## config.mk

```make
export PLATFORM = sky130hd
export DESIGN_NAME = vmem_arbiter_flat
export DESIGN_NICKNAME = d
export VERILOG_FILES = /design/src/rtl/vmem_pkg.sv /design/src/rtl/vmem_arbiter_if.sv /design/src/rtl/vmem_clear_seq.sv /design/src/rtl/vmem_arbiter.sv /design/src/flat_wrapper.sv
export SDC_FILE = /design/constraint.sdc
export NUM_CORES = 1
export LEC_CHECK = 0
export ABC_AREA = 1
export BUFFER_PORTS_ARGS = -buffer_cell sky130_fd_sc_hd__clkbuf_2
export CORE_UTILIZATION = 43
export CTS_CLUSTER_SIZE = 20
export DETAILED_ROUTE_END_ITERATION = 8
export GPL_TIMING_DRIVEN = 1
export PLACE_DENSITY = 0.76
export SYNTH_ARGS = -nofsm -noshare
export SYNTH_HDL_FRONTEND = slang
export SYNTH_SLANG_ARGS = --single-unit
```

## constraint.sdc

```tcl
create_clock -name clk50_in -period 1.3 [get_ports clk50_in]
set_clock_uncertainty 0.05 [all_clocks]
set_input_delay 0.13 -clock clk50_in [delete_from_list [all_inputs] [get_ports clk50_in]]
set_output_delay 0.13 -clock clk50_in [all_outputs]
set_load 0.01 [all_outputs]
```

## src/rtl/vmem_pkg.sv

```systemverilog
// Shared constants and helpers for the text video RAM arbiter.
// The RAM address is {row, col}, so columns 80..127 and rows 30..31 are unused cells.
package vmem_pkg;

  localparam int AW       = 12;
  localparam int DW       = 8;
  localparam int COLS     = 80;
  localparam int ROWS     = 30;
  localparam int COL_BITS = 7;
  localparam int ROW_BITS = 5;

  localparam logic [1:0] ST_IDLE     = 2'd0;
  localparam logic [1:0] ST_CPU_DONE = 2'd1;
  localparam logic [1:0] ST_CLEAR    = 2'd2;

  typedef logic [AW-1:0]       addr_t;
  typedef logic [DW-1:0]       data_t;
  typedef logic [ROW_BITS-1:0] row_t;
  typedef logic [COL_BITS-1:0] col_t;

  function automatic addr_t cell_addr(input row_t row, input col_t col);
    return {row, col};
  endfunction

endpackage

```

## src/rtl/vmem_arbiter_if.sv

```systemverilog
// CPU memory-mapped port into the video RAM: request held until a one-cycle ack.
interface vmem_arbiter_if;
  import vmem_pkg::*;

  logic  req;
  logic  we;
  addr_t addr;
  data_t wdata;
  logic  ack;
  data_t rdata;

  modport master (output req, we, addr, wdata, input ack, rdata);
  modport slave  (input req, we, addr, wdata, output ack, rdata);

endinterface

```

## src/rtl/vmem_clear_seq.sv

```systemverilog
// Row/column walker over the visible text area; wraps to (0,0) after the last cell.
module vmem_clear_seq
  import vmem_pkg::*;
(
  input  logic clk50_in,
  input  logic rst_n,
  input  logic init,
  input  logic advance,
  output row_t row,
  output col_t col,
  output logic last
);

  localparam col_t COL_LAST = col_t'(COLS - 1);
  localparam row_t ROW_LAST = row_t'(ROWS - 1);

  assign last = (row == ROW_LAST) && (col == COL_LAST);

  always_ff @(posedge clk50_in or negedge rst_n) begin
    if (!rst_n) begin
      row <= '0;
      col <= '0;
    end else if (init) begin
      row <= '0;
      col <= '0;
    end else if (advance) begin
      if (col == COL_LAST) begin
        col <= '0;
        row <= last ? '0 : row + row_t'(1);
      end else begin
        col <= col + col_t'(1);
      end
    end
  end

endmodule

```

## src/rtl/vmem_arbiter.sv

```systemverilog
// Shares the single-port 4K x 8 text RAM between VGA fetch, CPU port and the clear engine.
// VGA owns every vga_slot=1 cycle; the free cycles go to an active clear, else to the CPU.
//
// state     | meaning
// ----------+-------------------------------------------------------------
// IDLE      | waiting; clear_start wins over a CPU request in a free slot
// CPU_DONE  | CPU access issued last cycle; ack now, read data on ram_rdata
// CLEAR     | filling visible cells, one per free slot; CPU stalled
module vmem_arbiter
  import vmem_pkg::*;
(
  input  logic             clk50_in,
  input  logic             rst_n,
  input  logic             vga_slot,
  input  addr_t            vga_addr,
  output data_t            vga_char,
  vmem_arbiter_if.slave    cpu,
  input  logic             clear_start,
  input  data_t            clear_char,
  output logic             clear_busy,
  output addr_t            ram_addr,
  output logic             ram_we,
  output data_t            ram_wdata,
  input  data_t            ram_rdata
);

  logic [1:0] state;
  logic       op_we;
  logic       vga_slot_q;
  data_t      fill_char;
  data_t      rdata_q;

  row_t       clr_row;
  col_t       clr_col;
  logic       clr_last;

  logic       start_clear;
  logic       issue_cpu;
  logic       clr_write;
  logic       we_raw;

  assign start_clear = (state == ST_IDLE) && clear_start;
  assign issue_cpu   = (state == ST_IDLE) && !clear_start && cpu.req && !vga_slot;
  assign clr_write   = (state == ST_CLEAR) && !vga_slot;

  vmem_clear_seq u_clear_seq (
    .clk50_in (clk50_in),
    .rst_n    (rst_n),
    .init     (start_clear),
    .advance  (clr_write),
    .row      (clr_row),
    .col      (clr_col),
    .last     (clr_last)
  );

  always_comb begin
    ram_addr  = cpu.addr;
    we_raw    = 1'b0;
    ram_wdata = cpu.wdata;
    if (vga_slot) begin
      ram_addr = vga_addr;
    end else if (state == ST_CLEAR) begin
      ram_addr  = cell_addr(clr_row, clr_col);
      we_raw    = 1'b1;
      ram_wdata = fill_char;
    end else if (issue_cpu) begin
      ram_addr  = cpu.addr;
      we_raw    = cpu.we;
      ram_wdata = cpu.wdata;
    end
  end

  // CPU request may be high during reset; keep the RAM from being written then.
  assign ram_we = we_raw & rst_n;

  // Read data arrives during the ack cycle, so it is passed straight through then.
  assign cpu.ack   = (state == ST_CPU_DONE);
  assign cpu.rdata = (state == ST_CPU_DONE && !op_we) ? ram_rdata : rdata_q;

  always_ff @(posedge clk50_in or negedge rst_n) begin
    if (!rst_n) begin
      state      <= ST_IDLE;
      op_we      <= 1'b0;
      vga_slot_q <= 1'b0;
      vga_char   <= '0;
      fill_char  <= '0;
      rdata_q    <= '0;
      clear_busy <= 1'b0;
    end else begin
      // The RAM registers its output, so the fetch issued in a VGA slot lands a cycle later.
      vga_slot_q <= vga_slot;
      if (vga_slot_q) begin
        vga_char <= ram_rdata;
      end

      case (state)
        ST_IDLE: begin
          if (start_clear) begin
            fill_char  <= clear_char;
            clear_busy <= 1'b1;
            state      <= ST_CLEAR;
          end else if (issue_cpu) begin
            op_we <= cpu.we;
            state <= ST_CPU_DONE;
          end
        end
        ST_CPU_DONE: begin
          if (!op_we) begin
            rdata_q <= ram_rdata;
          end
          state <= ST_IDLE;
        end
        ST_CLEAR: begin
          if (clr_write && clr_last) begin
            clear_busy <= 1'b0;
            state      <= ST_IDLE;
          end
        end
        default: begin
          clear_busy <= 1'b0;
          state      <= ST_IDLE;
        end
      endcase
    end
  end

endmodule

```

## src/flat_wrapper.sv

```systemverilog
// flat-port wrapper written by rule: the top's interface ports become plain ports
module vmem_arbiter_flat import vmem_pkg::*;
  (clk50_in, rst_n, vga_slot, vga_addr, vga_char, clear_start, clear_char, clear_busy, ram_addr, ram_we, ram_wdata, ram_rdata, cpu_req, cpu_we, cpu_addr, cpu_wdata, cpu_ack, cpu_rdata);
  vmem_arbiter_if cpu_i ();
  input  logic clk50_in;
  input  logic rst_n;
  input  logic vga_slot;
  input  addr_t vga_addr;
  output data_t vga_char;
  input  logic clear_start;
  input  data_t clear_char;
  output logic clear_busy;
  output addr_t ram_addr;
  output logic ram_we;
  output data_t ram_wdata;
  input  data_t ram_rdata;
  input wire logic [$bits(cpu_i.req)-1:0] cpu_req;
  input wire logic [$bits(cpu_i.we)-1:0] cpu_we;
  input wire logic [$bits(cpu_i.addr)-1:0] cpu_addr;
  input wire logic [$bits(cpu_i.wdata)-1:0] cpu_wdata;
  output wire logic [$bits(cpu_i.ack)-1:0] cpu_ack;
  output wire logic [$bits(cpu_i.rdata)-1:0] cpu_rdata;
  assign cpu_i.req = cpu_req;
  assign cpu_i.we = cpu_we;
  assign cpu_i.addr = cpu_addr;
  assign cpu_i.wdata = cpu_wdata;
  assign cpu_ack = cpu_i.ack;
  assign cpu_rdata = cpu_i.rdata;
  vmem_arbiter u_core (.clk50_in(clk50_in), .rst_n(rst_n), .vga_slot(vga_slot), .vga_addr(vga_addr), .vga_char(vga_char), .cpu(cpu_i), .clear_start(clear_start), .clear_char(clear_char), .clear_busy(clear_busy), .ram_addr(ram_addr), .ram_we(ram_we), .ram_wdata(ram_wdata), .ram_rdata(ram_rdata));
endmodule
```

Yosys cells after proc, flatten, opt, wreduce, memory -nomap -nowiden
Cells that the tools add are included.
{ "classes": {"addsub": 2, "n_eq_ne": 7, "n_mux": 22, "bitwise": 4, "reduce_logical": 20} }
{ "ops": {"columns": ["cell", "n"], "rows": [
  ["$mux W12", 2],
  ["$mux W8", 3],
  ["$mux W7", 3],
  ["$mux W5", 4],
  ["$logic_and A1 B1 Y1", 8],
  ["$reduce_and A2 Y1", 4],
  ["$add A7 B1 Y7 const B", 1],
  ["$eq A7 B7 Y1 const B", 1],
  ["$mux W2", 3],
  ["$reduce_and A3 Y1", 2],
  ["$add A5 B1 Y5 const B", 1],
  ["$eq A5 B5 Y1 const B", 1],
  ["$mux W1", 5],
  ["$pmux W2 S2", 1],
  ["$reduce_bool A2 Y1", 2],
  ["$logic_not A1 Y1", 3],
  ["$ne A3 B1 Y1 const B", 1],
  ["$not A1 Y1", 3],
  ["$pmux W1 S3", 1],
  ["$eq A2 B1 Y1 const B", 1],
  ["$eq A2 B2 Y1 const B", 1],
  ["$logic_not A2 Y1", 1],
  ["$ne A2 B1 Y1 const B", 1],
  ["$ne A2 B2 Y1 const B", 1],
  ["$and A1 B1 Y1", 1]
]} }
{ "totals": {"register_bits": 41, "inputBits": 54, "out_inout_bits": 39, "word_cells": 64} }

Logic depth before layout (Yosys ltp)
{ "depth": {"ltp_word": 8, "ltp_mapped": 9, "depth_no_buf": 9} }

Cells and area by module
From an unflattened synthesis, not the netlist that was laid out.
{ "unflattened": {"hier_cells": 283, "hier_area_um2": 2205.9} }
{ "by_module_without_submodules": {"columns": ["mod", "instances", "cells_each", "area_per_inst_um2", "seq_area_each_um2"], "rows": [
  ["vmem_arbiter", 1, 192, 1485.2, 725.7],
  ["vmem_clear_seq", 1, 91, 720.7, 300.3]
]} }

Worst setup path before layout
Ideal clock, no wire load.
{ "synth_path": {"path_kind": "reg-to-reg", "start": "reg u_core.state[0]", "end": "reg u_core.rdata_q[4]", "setup_ns": 0.148, "arrival_time_ns": 1.254, "t_required_ns": 1.102, "slack_ns": -0.151, "path_stages_with_launch": 6, "path_buffers": 1, "synth_period_minus_slack_ns": 1.451, "cell_sequence": "dfrtp_1 inv_1 nor2_1 nand2_1 buf_6 o21ai_0"} }
{ "synth_between": {"elab_chain_cells": 2} }
{ "synth_rtl": {"columns": ["item", "line", "rtl"], "rows": [
  ["from (decl)", "vmem_arbiter.sv:27", "logic [1:0] state;"],
  ["from (signal assigned)", "vmem_arbiter.sv:82", "state <= ST_IDLE;"],
  ["from (signal assigned)", "vmem_arbiter.sv:101", "state <= ST_CLEAR;"],
  ["from (signal assigned)", "vmem_arbiter.sv:104", "state <= ST_CPU_DONE;"],
  ["$eq A2 B1 Y1", null, null],
  ["net cpu_ack", "flat_wrapper.sv:21", "output wire logic [$bits(cpu_i.ack)-1:0] cpu_ack;"],
  ["$reduce_and A2 Y1 (no source line)", null, null],
  ["to (signal assigned)", "vmem_arbiter.sv:109", "rdata_q <= ram_rdata;"],
  ["to (decl)", "vmem_arbiter.sv:31", "data_t rdata_q;"]
]} }
The timed path passes the listed nets, and every way through them passes these cells.
A chain may end at the register's enable or synchronous reset.

Final worst setup path
{ "layout_path": {"start": "reg u_core.state[0]", "end": "out cpu_rdata[2]"} }
{ "layout_between": {"elab_chain_cells": 3} }
{ "layout_rtl": {"columns": ["item", "line", "rtl"], "rows": [
  ["$eq A2 B1 Y1", "vmem_arbiter.sv:78", "assign cpu.rdata = (state == ST_CPU_DONE && !op_we) ? ram_rdata : rdata_q;"],
  ["$logic_and A1 B1 Y1", "vmem_arbiter.sv:78", null],
  ["$mux W8", "vmem_arbiter.sv:78", null],
  ["to (decl)", "flat_wrapper.sv:22", "output wire logic [$bits(cpu_i.rdata)-1:0] cpu_rdata;"]
]} }
Every way passes these cells.

==> results.cfg <==
[timing]
tightestPinTransition_ps = 509.0
fin_tns_setup_ps = -15220
drv_slew = 0
max-slew-margin-rel_pct = 66.07
worst_slack_ps = -478.9
hold_violations = 0
max_freq_ghz = 0.5622
finalSetupViolations = 50
period_needed_ps = 1779
rsz0062_at_grt = yes
finalCritPeriodShare_pct = 136.8

[placed_design]
place_congestion = 0.7816
port_buffers = 92
pre_cts_slack_ps = -188.4
dp_hpwl_um = 3990

[floorplanning]
core-area_um2 = 4817
io_pins = 93
fp.dieArea_um2 = 5388
start_util_pct = 45.51
rows = 25
die_y_um = 73.40
die_w_um = 73.40

[power_and_ir_drop]
p_comb_share_pct = 43.9
ir_worst_vdd_mv = 1.302
clkPwrFrac_pct = 20.3
switchingPower_w = 0.001847
power.internal_w = 0.003344
p_sw_share_pct = 35.57
leakagePower_nw = 1.820
p_seq_share_pct = 35.8
power.density_nw_per_um2 = 1472

[drt]
drtPass1Iterations = 4
viasPerCell = 4.986
route.vias.total = 2418
drtAntennaViolNets = 0
drc = 0
wl_per_cell_um = 13.65
totalWireLength_um = 6621
initialDrtViolationCount = 166

[cts]
clock-sinks = 41
cts_buffers = 5
clk_path_buf_depth = 2
cts_tree = built
cts_root_buf = clkbuf_8
clk_latency_ps = 290
clkSlewWorstSetupHoldPaths_ps = 80
cts_max_level = 2

[yosys]
synth.yosys.seq_area_share_pct = 46.80
avgSynthCellArea_um2 = 7.942
synthCells = 276
netlist_area_um2 = 2192
synth-seq-cells = 41
syn_nets = 333
ys_types = 31
yosysWarnings = 0

[outcome]
status = complete, but fails checks
violations = setup timing

[critical_path]
endpoint_kind = primary output
crit_path_start_kind = flop
required_ps = 1120
worstSetupPathType = reg2out
crit_fanout = 4
crit_arrival_ps = 1600

[final_layout]
layout-drive-gt1-share_pct = 47.37
fill_cells = 341
fin_nets = 474
syn2layout_area_growth_pct = 60.84
diodes = 0

[grt]
grt_pass1_vias = 2193
antenna_found_initial = 0
grt_start_max_net_pins = 42
grt_pass1_wl_um = 9701
globalRouteTotalUtil_pct = 23.60
grt-ovfl-total = 0

[worst_hold_path]
hold_path.class = in2reg

[job]
maxCapViolCount = 0
critical path: stages (launching register included):
cell and delay, ps:
dfrtp_2 440, inv_2 60, nor2_4 130, nand2_4 90, clkbuf_16 160, mux2_4 290, clkbuf_2 130
logic make-up (layout without fill, tap and decap cells):
logic type | count (synthesis) | in the layout | synth area share (%)
AO/OA/AOI/OAI | 34 | 35 | 9.303
XOR/XNOR | 1 | 1 | 0.3996
adder cells (fa/ha/maj) | 3 | 3 | 1.713
buffers and inverters | 32 | 173 | 6.735
flip-flops | 41 | 41 | 46.80
multiplexers | 10 | 10 | 5.822
AND/OR/NAND/NOR | 155 | 155 | 29.22
placed cells by master (no fill, tap or decap), types with 2 or more instances in the layout:
cell type,Yosys,layout
a21oi_1,6,5
a31oi_1,12,12
buf_2,1,17
buf_4,1,26
buf_6,3,18
buf_8,0,3
clkbuf_2,0,68
clkbuf_8,0,6
dfrtp_1,41,39
dfrtp_2,0,2
dlygate4sd3_1,0,10
ha_1,3,2
inv_1,17,14
inv_2,3,4
mux2_2,6,6
mux2_4,4,4
nand2_1,107,88
nand2_2,2,17
nand2_4,2,5
nand3_1,9,7
nand4_1,4,4
nor2_1,26,22
nor2_4,1,5
o21ai_0,9,3
o21ai_1,3,6
o21ai_2,0,2
o21ai_4,1,3
o21bai_1,2,2
final cells by class:
cell class                      count  area (um^2)  area share [%]
Clock buffer                        7        86.33           2.449
Multi-Input combinational cell    204         1197           33.96
Tap cell                           67        83.83           2.378
Clock inverter                      1        30.03          0.8517
Inverter                           21        86.33           2.449
Sequential cell                    41         1028           29.17
Timing Repair Buffer              144         1013           28.74
registers in the layout, indices dropped and copies added, names as in the netlist:
signal                  count
u_core.clear_busy           1
u_core.fill_char            8
u_core.op_we                1
u_core.rdata_q              8
u_core.state                2
u_core.u_clear_seq.col      7
u_core.u_clear_seq.row      5
u_core.vga_char             8
u_core.vga_slot_q           1
final timing paths:
kind	cells after the start	start	to	slack [ps]
max reg2reg	9	u_core.state[1]	u_core.u_clear_seq.row[2]	-300
max	6	u_core.state[0]	cpu_rdata[2]	-480
min	2	ram_rdata[0]	u_core.vga_char[0]	40
max in group asynchronous	3	rst_n	u_core.state[1]	400
min in group asynchronous	3	rst_n	u_core.fill_char[6]	430
min reg2reg	2	u_core.fill_char[1]	u_core.fill_char[1]	430
power by group through the flow:
stage          clock [W]  sequential, W  combinational [W]
2_1_floorplan          0        0.00181           0.000997
3_3_place_gp           0        0.00180            0.00173
3_5_place_dp           0        0.00181            0.00176
4_1_cts          0.00107        0.00182            0.00204
5_1_grt          0.00112        0.00189            0.00249
6_report         0.00105        0.00186            0.00228
cell usage after synthesis (all sizes together):
| cell type | count | share of area [%] |
|---|---|---|
| nand2 | 111 | 20 |
| nand3b | 1 | 0.34 |
| nand4 | 4 | 1.1 |
| nand3 | 9 | 2.1 |
| mux2 | 10 | 5.8 |
| clkbuf | 5 | 0.86 |
| inv | 20 | 3.4 |
| clkinv | 1 | 0.17 |
| buf | 6 | 2.3 |
| and3 | 1 | 0.29 |
| nor2 | 28 | 5.3 |
| dfrtp | 41 | 47 |
| ha | 3 | 1.7 |
| a21boi | 1 | 0.34 |
| nor3 | 1 | 0.23 |
| xor2 | 1 | 0.40 |
| a31oi | 12 | 3.4 |
| o21bai | 2 | 0.68 |
| a21oi | 6 | 1.4 |
| o21ai | 13 | 3.5 |
routing by layer:
metal  track usage [%]  up-vias  wire length, um
li1                  -     1175                -
met4             7.692        0              167
met3             4.390       20              216
met2             42.08       80             3614
met1             28.71     1143             2623
met5                 0        -                0
through the flow:
step | power, W | hold WS, ps | util (%) | cells | instance area [um^2]
3_5_place_dp | 0.003578 | 204.1 | 60.26 | 450 | 2903
2_1_floorplan | 0.002803 | -215.6 | - | 276 | 2210
3_3_place_gp | 0.003527 | 196.3 | 60.26 | 450 | 2903
6_report | 0.005191 | 36.83 | 73.19 | 485 | 3526
5_1_grt | 0.005487 | 45.81 | 73.19 | 485 | 3526
4_1_cts | 0.004924 | 20.22 | 69.56 | 480 | 3351
what timing repair did:
action	in CTS	in global routing
setup buffers	10	7
setup endpoints to repair	46	61
cloned	3	1
hold endpoints to repair	50	0
pin swaps	15	25
hold buffers	10	0
gates resized for setup	45	55
(Power assumes the default switching activity.)
